<file path="src/rtl/deserializador.sv">
// Serial-to-parallel receiver: hunts for a 4-bit sync pattern,
// then assembles back-to-back ANCHO-bit words with ack handshake.
module deserializador #(
    parameter int         ANCHO   = 8,
    parameter logic [3:0] SINC    = 4'b1011,
    parameter int         MAXIDLE = 16
) (
    input  logic             clk,
    input  logic             rst,
    input  logic             enb,
    input  logic             s_in,
    input  logic             dir,
    input  logic             ack,
    output logic [ANCHO-1:0] q,
    output logic             valido,
    output logic             sincronizado,
    output logic             desborde
);

    localparam int CW = $clog2(ANCHO);

    typedef enum logic {
        BUSCAR,
        RECIBIR
    } estado_t;

    estado_t          estado;
    estado_t          estado_sig;
    logic [3:0]       h;
    logic [CW-1:0]    cnt;
    logic [7:0]       idle;
    logic [ANCHO-1:0] asm_r;
    logic [ANCHO-1:0] asm_sig;
    logic             sinc_ok;
    logic             fin_palabra;
    logic             perdida;

    always_comb begin
        asm_sig     = dir ? {s_in, asm_r[ANCHO-1:1]}
                          : {asm_r[ANCHO-2:0], s_in};
        sinc_ok     = enb && ({h[2:0], s_in} == SINC);
        fin_palabra = (estado == RECIBIR) && enb
                      && (cnt == CW'(ANCHO - 1));
        perdida     = (estado == RECIBIR) && !enb
                      && (idle == 8'(MAXIDLE - 1));
        estado_sig  = estado;
        case (estado)
            BUSCAR:  if (sinc_ok) estado_sig = RECIBIR;
            RECIBIR: if (perdida) estado_sig = BUSCAR;
            default: estado_sig = BUSCAR;
        endcase
    end

    always_ff @(posedge clk) begin
        if (rst) estado <= BUSCAR;
        else     estado <= estado_sig;
    end

    always_ff @(posedge clk) begin
        if (rst) begin
            h        <= '0;
            cnt      <= '0;
            idle     <= '0;
            asm_r    <= '0;
            q        <= '0;
            valido   <= 1'b0;
            desborde <= 1'b0;
        end else begin
            case (estado)
                BUSCAR: begin
                    idle <= '0;
                    if (enb) begin
                        h <= {h[2:0], s_in};
                        if (sinc_ok) begin
                            cnt   <= '0;
                            asm_r <= '0;
                        end
                    end
                end
                default: begin
                    if (enb) begin
                        idle  <= '0;
                        asm_r <= asm_sig;
                        cnt   <= fin_palabra ? '0 : cnt + CW'(1);
                    end else if (perdida) begin
                        // sync lost: drop the partial word, restart the hunt
                        idle  <= '0;
                        h     <= '0;
                        cnt   <= '0;
                        asm_r <= '0;
                    end else begin
                        idle <= idle + 8'd1;
                    end
                end
            endcase

            if (fin_palabra) begin
                if (!valido || ack) begin
                    q      <= asm_sig;
                    valido <= 1'b1;
                end else begin
                    desborde <= 1'b1;
                end
            end else if (ack && valido) begin
                valido <= 1'b0;
            end
        end
    end

    assign sincronizado = (estado == RECIBIR);

endmodule

</file>
<file path="config.mk">
export PLATFORM = sky130hd
export DESIGN_NAME = deserializador
export DESIGN_NICKNAME = d
export VERILOG_FILES = /design/src/rtl/deserializador.sv
export SDC_FILE = /design/constraint.sdc
export NUM_CORES = 1
export LEC_CHECK = 0
export CAP_MARGIN = 10
export CORE_ASPECT_RATIO = 0.7
export CORE_MARGIN = 3
export CORE_UTILIZATION = 49
export CTS_CLUSTER_SIZE = 25
export DETAILED_ROUTE_END_ITERATION = 6
export PLACE_DENSITY = 0.74
export SYNTH_ARGS = -nofsm -noshare
export SYNTH_HDL_FRONTEND = slang
export SYNTH_SLANG_ARGS = --single-unit
</file>
<file path="constraint.sdc">
create_clock -name clk -period 1.5 [get_ports clk]
set_input_delay 0.375 -clock clk [delete_from_list [all_inputs] [get_ports clk]]
set_output_delay 0.375 -clock clk [all_outputs]
set_load 0.02 [all_outputs]
</file>
## After elaboration in Yosys (flattened, before gate mapping)

Index checks and enable logic that the tools add are counted.

| word-level totals | value |
|---|---|
| bits of input ports | 6 |
| flip-flop bits (word level) | 33 |
| output and inout port bits | 11 |
| word-level logic and storage cells | 58 |

| operators by class | value |
|---|---|
| bitwise logic cells | 2 |
| equality and inequality tests | 5 |
| reductions and logical operators | 19 |
| $add $sub $neg | 2 |
| multiplexer cells | 22 |

Operator list:

| kind | number |
|---|---|
| $mux W8 | 6 |
| $mux W3 | 10 |
| $add A8 B1 Y8 const B | 1 |
| $eq A8 B4 Y1 const B | 1 |
| $reduce_bool A2 Y1 | 4 |
| $logic_and A1 B1 Y1 | 6 |
| $reduce_and A2 Y1 | 3 |
| $reduce_and A3 Y1 | 2 |
| $mux W1 | 5 |
| $eq A4 B4 Y1 const B | 1 |
| $reduce_or A4 Y1 | 1 |
| $add A3 B1 Y3 const B | 1 |
| $eq A3 B3 Y1 const B | 1 |
| $logic_not A1 Y1 | 2 |
| $ne A2 B1 Y1 const B | 1 |
| $ne A2 B2 Y1 const B | 1 |
| $not A1 Y1 | 2 |
| $pmux W1 S2 | 1 |
| $logic_or A1 B1 Y1 | 1 |

## Longest topological paths before layout

| logic depth | value |
|---|---|
| depth after elaboration | 6 |
| mapped depth | 7 |
| depth with buffers taken out | 5 |

## Worst setup path after synthesis

OpenSTA, ideal clock, no wires.

| timing | value |
|---|---|
| kind | flip-flop to flip-flop |
| start | register cnt[0] |
| end | register q[5] |
| stages on the path, launching flop included | 8 |
| period minus slack after synthesis | 1,530 ps |
| buffers on the path | 2 |
| arrival time | 1,444 ps |
| data required time | 1,414 ps |
| library setup time | 86 ps |
| slack | -30 ps |
| cells stage by stage | dfxtp_1 ha_1 ha_1 and3_1 buf_2 and2_1 buf_2 a211oi_1 |

| between the ends | value |
|---|---|
| cells in the longest elaborated chain, start to end | 3 |

RTL lines:

| item | line | RTL |
|---|---|---|
| start, declared | 30 | `logic [CW-1:0] cnt;` |
| start signal, assigned | 84 | `cnt <= fin_palabra ? '0 : cnt + CW'(1);` |
| $eq A3 B3 Y1 | 43 | `&& (cnt == CW'(ANCHO - 1));` |
| $logic_and A1 B1 Y1 | 43 |  |
| $reduce_and A2 Y1 (no source line) | n/a |  |
| end signal, assigned | 99 | `q <= asm_sig;` |
| end, declared | 14 | `output logic [ANCHO-1:0] q,` |

Every way passes these cells.
A chain may end at the register's enable or synchronous reset.

## Final worst setup path

| timing | value |
|---|---|
| start | register idle[5] |
| end | register asm_r[4] |

| between the ends | value |
|---|---|
| cells in the longest elaborated chain, start to end | 4 |

RTL lines:

| item | line | RTL |
|---|---|---|
| start, declared | 31 | `logic [7:0] idle;` |
| start signal, assigned | 92 | `idle <= idle + 8'd1;` |
| $eq A8 B4 Y1 | 45 | `&& (idle == 8'(MAXIDLE - 1));` |
| $logic_and A1 B1 Y1 | 45 |  |
| $reduce_bool A2 Y1 (no source line) | n/a |  |
| $reduce_and A3 Y1 (no source line) | n/a |  |
| end signal, assigned | 83 | `asm_r <= asm_sig;` |
| end, declared | 32 | `logic [ANCHO-1:0] asm_r;` |

Every way passes these cells.

==> results.sh <==
export IMPL_cp_data_arrival_time_ns=1.62
export IMPL_worst_hold_path_num_cells=1
export IMPL_timing_critical_path_cells="or4_4 > nor3_4 > buf_12 > o32ai_1"
export IMPL_die_width_um=71.1
export IMPL_power_total_mw=1.61
export IMPL_start_util_pct=55.3
export IMPL_ctsHoldBuffers=0
export IMPL_r2r_end="asm_r[4]"
export IMPL_boundaryPins=17
export IMPL_core_area_um2=2630
export IMPL_critical_path_slowest_cell="sky130_fd_sc_hd__or4_4"
export IMPL_worst_hold_startpoint="desborde"
export IMPL_finalSetupViolations=0
export IMPL_timing_worst_setup_path_type="reg -> reg"
export IMPL_grt_ovfl_total=0
export IMPL_clock_latency_on_the_worst_skew_pair_ns=0.28
export IMPL_ir_drop_mv=0.643
export IMPL_reg_to_reg_setup_timing_slack_ns=0.03
export IMPL_finalCritPeriodShare_pct=97.8
export IMPL_antenna_found_initial=0
export IMPL_drive_gt1_share_pct=25.7
export IMPL_timing_max_transition_violations_final=0
export IMPL_grt_max_degree=13
export IMPL_wirelength_um=3290
export IMPL_critPathMaxFanout=11
export IMPL_post_synth_top_area_cell="sky130_fd_sc_hd__dfxtp_1"
export IMPL_avgViaCountPerCell=5.77
export IMPL_clock_skew_final_ns=0.00453
export IMPL_clk_transition_reported_paths_ns=0.06
export IMPL_area_growth_synth_to_final_pct=31.3
export IMPL_ant_nets=0
export IMPL_mappedNetlistArea_um2=1450
export IMPL_powerDensity_nw_per_um2=845
export IMPL_worst_pin_slew_ns=0.440
export IMPL_cts_sinks=33
export IMPL_multi_input_comb_area_um2=778
export IMPL_number_of_buffers_added_by_the_clock_tree_synthesis_step=5
export IMPL_final_hold_slack_ns=0.467
export IMPL_cts_buffer_depth=2
export IMPL_setup_worst_path_end_class="flop"
export IMPL_postLayoutSetupSlackWorst_ns=0.0330
export IMPL_dp_final_hpwl_um=2550
export IMPL_syn_instance_count=148
export IMPL_synthDistinctLibCells=39
export IMPL_layout_core_utilization_pct=72.6
export IMPL_final_min_clock_period_ns=1.47
export IMPL_diodes=0
export IMPL_gpl_final_weighted_congestion=0.756
export IMPL_detail_route_drc_violations=0
export IMPL_portBuffers=16
export IMPL_drt_pre_antenna_iters=4
export IMPL_status="completed"
export IMPL_die_h_um=51.6
export IMPL_drtIter0Drc=80
export IMPL_cts_setup_buffers=0
export IMPL_global_route_usage_total_pct=19.1
export IMPL_number_of_global_route_vias_before_repair=1171
export IMPL_wire_per_inst_um=15.5
export IMPL_fmax_ghz=0.682
export IMPL_syn_nets=157
export IMPL_htree_num_levels=2
export IMPL_fillCellCount=197
export IMPL_yosys_most_used_dff="sky130_fd_sc_hd__dfxtp_1"
export IMPL_synth_avg_cell_area_um2=9.82
export IMPL_crit_reg2reg_launch="idle[5]"
export IMPL_ffs_w_async_s_r_synth_pct=0
export IMPL_grt_first_pass_wirelength_um=5350
export IMPL_synth_enable_flop_cells=0
export IMPL_stdcell_area_um2=1910
export IMPL_synth_top_area_share_pct=45.5
export IMPL_holdCritPathClass="reg -> reg"
export IMPL_longest_individual_stage_delay_on_the_worst_path_ns=0.59
export IMPL_tritoncts_clock_tree="done"
export IMPL_sequential_cell_area_um2=664
export IMPL_ys_seq_elements=33
export IMPL_grt_setup_unrepaired="yes"
export IMPL_placement_setup_worst_slack_ns=-0.403
export IMPL_cts_root_buffer_cell="sky130_fd_sc_hd__clkbuf_8"
export IMPL_row_count=15
export IMPL_timing_hold_worst_endpoint="desborde"
export IMPL_dieArea_um2=3660
export IMPL_power_static_leakage_nw=0.729
export IMPL_cap_viol_max_count=0
export IMPL_post_dp_cell_area_um2=1770
export IMPL_route_vias_total=1229
export IMPL_final_nets=188
export IMPL_maxSlewHeadroom_pct=70.4
export IMPL_synth_seq_area_share_pct=45.5
export IMPL_post_synth_main_area_contributors="sky130_fd_sc_hd__dfxtp_1, sky130_fd_sc_hd__mux2i_1, sky130_fd_sc_hd__a21oi_1"
export IMPL_critical_path_startpoint_type="flop"
export IMPL_worst_endpoint_required_ns=1.65
export IMPL_yosys_warnings=0
export IMPL_reg2regPathDepth=4
export IMPL_hold_vio_cnt_final=0
==> cell usage after synthesis (3+ instances only) <==
cell and instances:
sky130_fd_sc_hd__mux2i_1 11, sky130_fd_sc_hd__ha_1 3, sky130_fd_sc_hd__dfxtp_1 33, sky130_fd_sc_hd__a21oi_1 14, sky130_fd_sc_hd__or3_1 4, sky130_fd_sc_hd__nor2_1 7, sky130_fd_sc_hd__o21ai_0 5, sky130_fd_sc_hd__inv_1 7
sky130_fd_sc_hd__o32ai_1 8, sky130_fd_sc_hd__clkbuf_1 5, sky130_fd_sc_hd__a211oi_1 8, sky130_fd_sc_hd__nand2_1 11
==> power breakdown <==
group	internal, mW	switching, mW
Sequential	0.880	0.00212
Combinational	0.0407	0.0356
Clock	0.363	0.289
==> logic make-up (layout without fill, tap and decap cells) <==
family / after synthesis / count (layout) / synth area share [%]
buffers and inverters: 17 / 48 / 5.17
AND/OR/NAND/NOR: 38 / 38 / 15.7
AO/OA/AOI/OAI: 45 / 45 / 22.9
multiplexers: 11 / 11 / 7.58
adder cells (fa/ha/maj): 3 / 3 / 2.58
XOR/XNOR: 1 / 1 / 0.603
flip-flops: 33 / 33 / 45.5
==> worst max path at each step <==
stage            startpoint        to  slack (ns)  cells past startpoint
4_1_cts              cnt[0]      q[2]      0.0008                      5
6_report            idle[5]  asm_r[4]        0.03                      4
3_5_place_dp           s_in    cnt[0]       -0.40                      4
3_3_place_gp            enb   idle[5]       -0.29                      4
5_1_grt             idle[5]  asm_r[4]       -0.04                      4
2_1_floorplan  sincronizado   idle[5]       0.003                      4
==> registers in the layout, indices dropped and copies added (netlist names) <==
name	flops
asm_r	8
valido	1
q	8
h	3
desborde	1
cnt	3
sincronizado	1
idle	8
==> per-stage QoR <==
stage / setup TNS [ns] / cells
2_1_floorplan: 0 / 148
3_3_place_gp: -5.97 / 206
3_5_place_dp: -7.50 / 206
4_1_cts: 0 / 213
5_1_grt: -0.283 / 213
6_report: 0 / 213
==> layout make-up <==
class | count | area share (%)
multi-input cells | 98 | 40.8
flip-flops and latches | 33 | 34.8
repair buffers | 34 | 16.2
clock buffers | 7 | 4.53
well taps | 34 | 2.23
inverters | 7 | 1.38
==> placed cells by master, fill, tap and decap left out, types with 2 or more instances in the layout <==
master | synthesis | layout
sky130_fd_sc_hd__a211oi_1 | 8 | 5
sky130_fd_sc_hd__a211oi_2 | 0 | 3
sky130_fd_sc_hd__a21oi_1 | 14 | 14
sky130_fd_sc_hd__buf_12 | 0 | 2
sky130_fd_sc_hd__buf_4 | 0 | 16
sky130_fd_sc_hd__clkbuf_8 | 0 | 6
sky130_fd_sc_hd__clkdlybuf4s50_1 | 0 | 4
sky130_fd_sc_hd__dfxtp_1 | 33 | 30
sky130_fd_sc_hd__dfxtp_2 | 0 | 3
sky130_fd_sc_hd__dlygate4sd2_1 | 0 | 11
sky130_fd_sc_hd__ha_2 | 0 | 2
sky130_fd_sc_hd__inv_1 | 7 | 7
sky130_fd_sc_hd__mux2i_1 | 11 | 11
sky130_fd_sc_hd__nand2_1 | 11 | 11
sky130_fd_sc_hd__nand3_1 | 2 | 2
sky130_fd_sc_hd__nor2_1 | 7 | 7
sky130_fd_sc_hd__o21ai_0 | 5 | 5
sky130_fd_sc_hd__o32ai_1 | 8 | 8
sky130_fd_sc_hd__or3_1 | 4 | 4
==> worst max-delay path, delay by kind of cell, from the launching register on <==
kind            cells  cell delay, ns
flops               1            0.32
compound gates      1            0.09
simple gates        2            0.77
buf+inv             1            0.16
==> what timing repair did <==
item | in CTS | in global routing
pin swaps | 1 | 3
endpoints found under the setup margin | 33 | 26
gates resized for setup | 16 | 13
==> per-layer routing <==
metal	vias up	track usage, %	part of all wire [%]
met5	-	0	0
met4	0	7.81	1.9
met3	8	5.02	4.5
met2	33	30.2	46
met1	578	25.0	48
li1	610	-	-
Note: power is estimated with default switching activity, not from simulation.
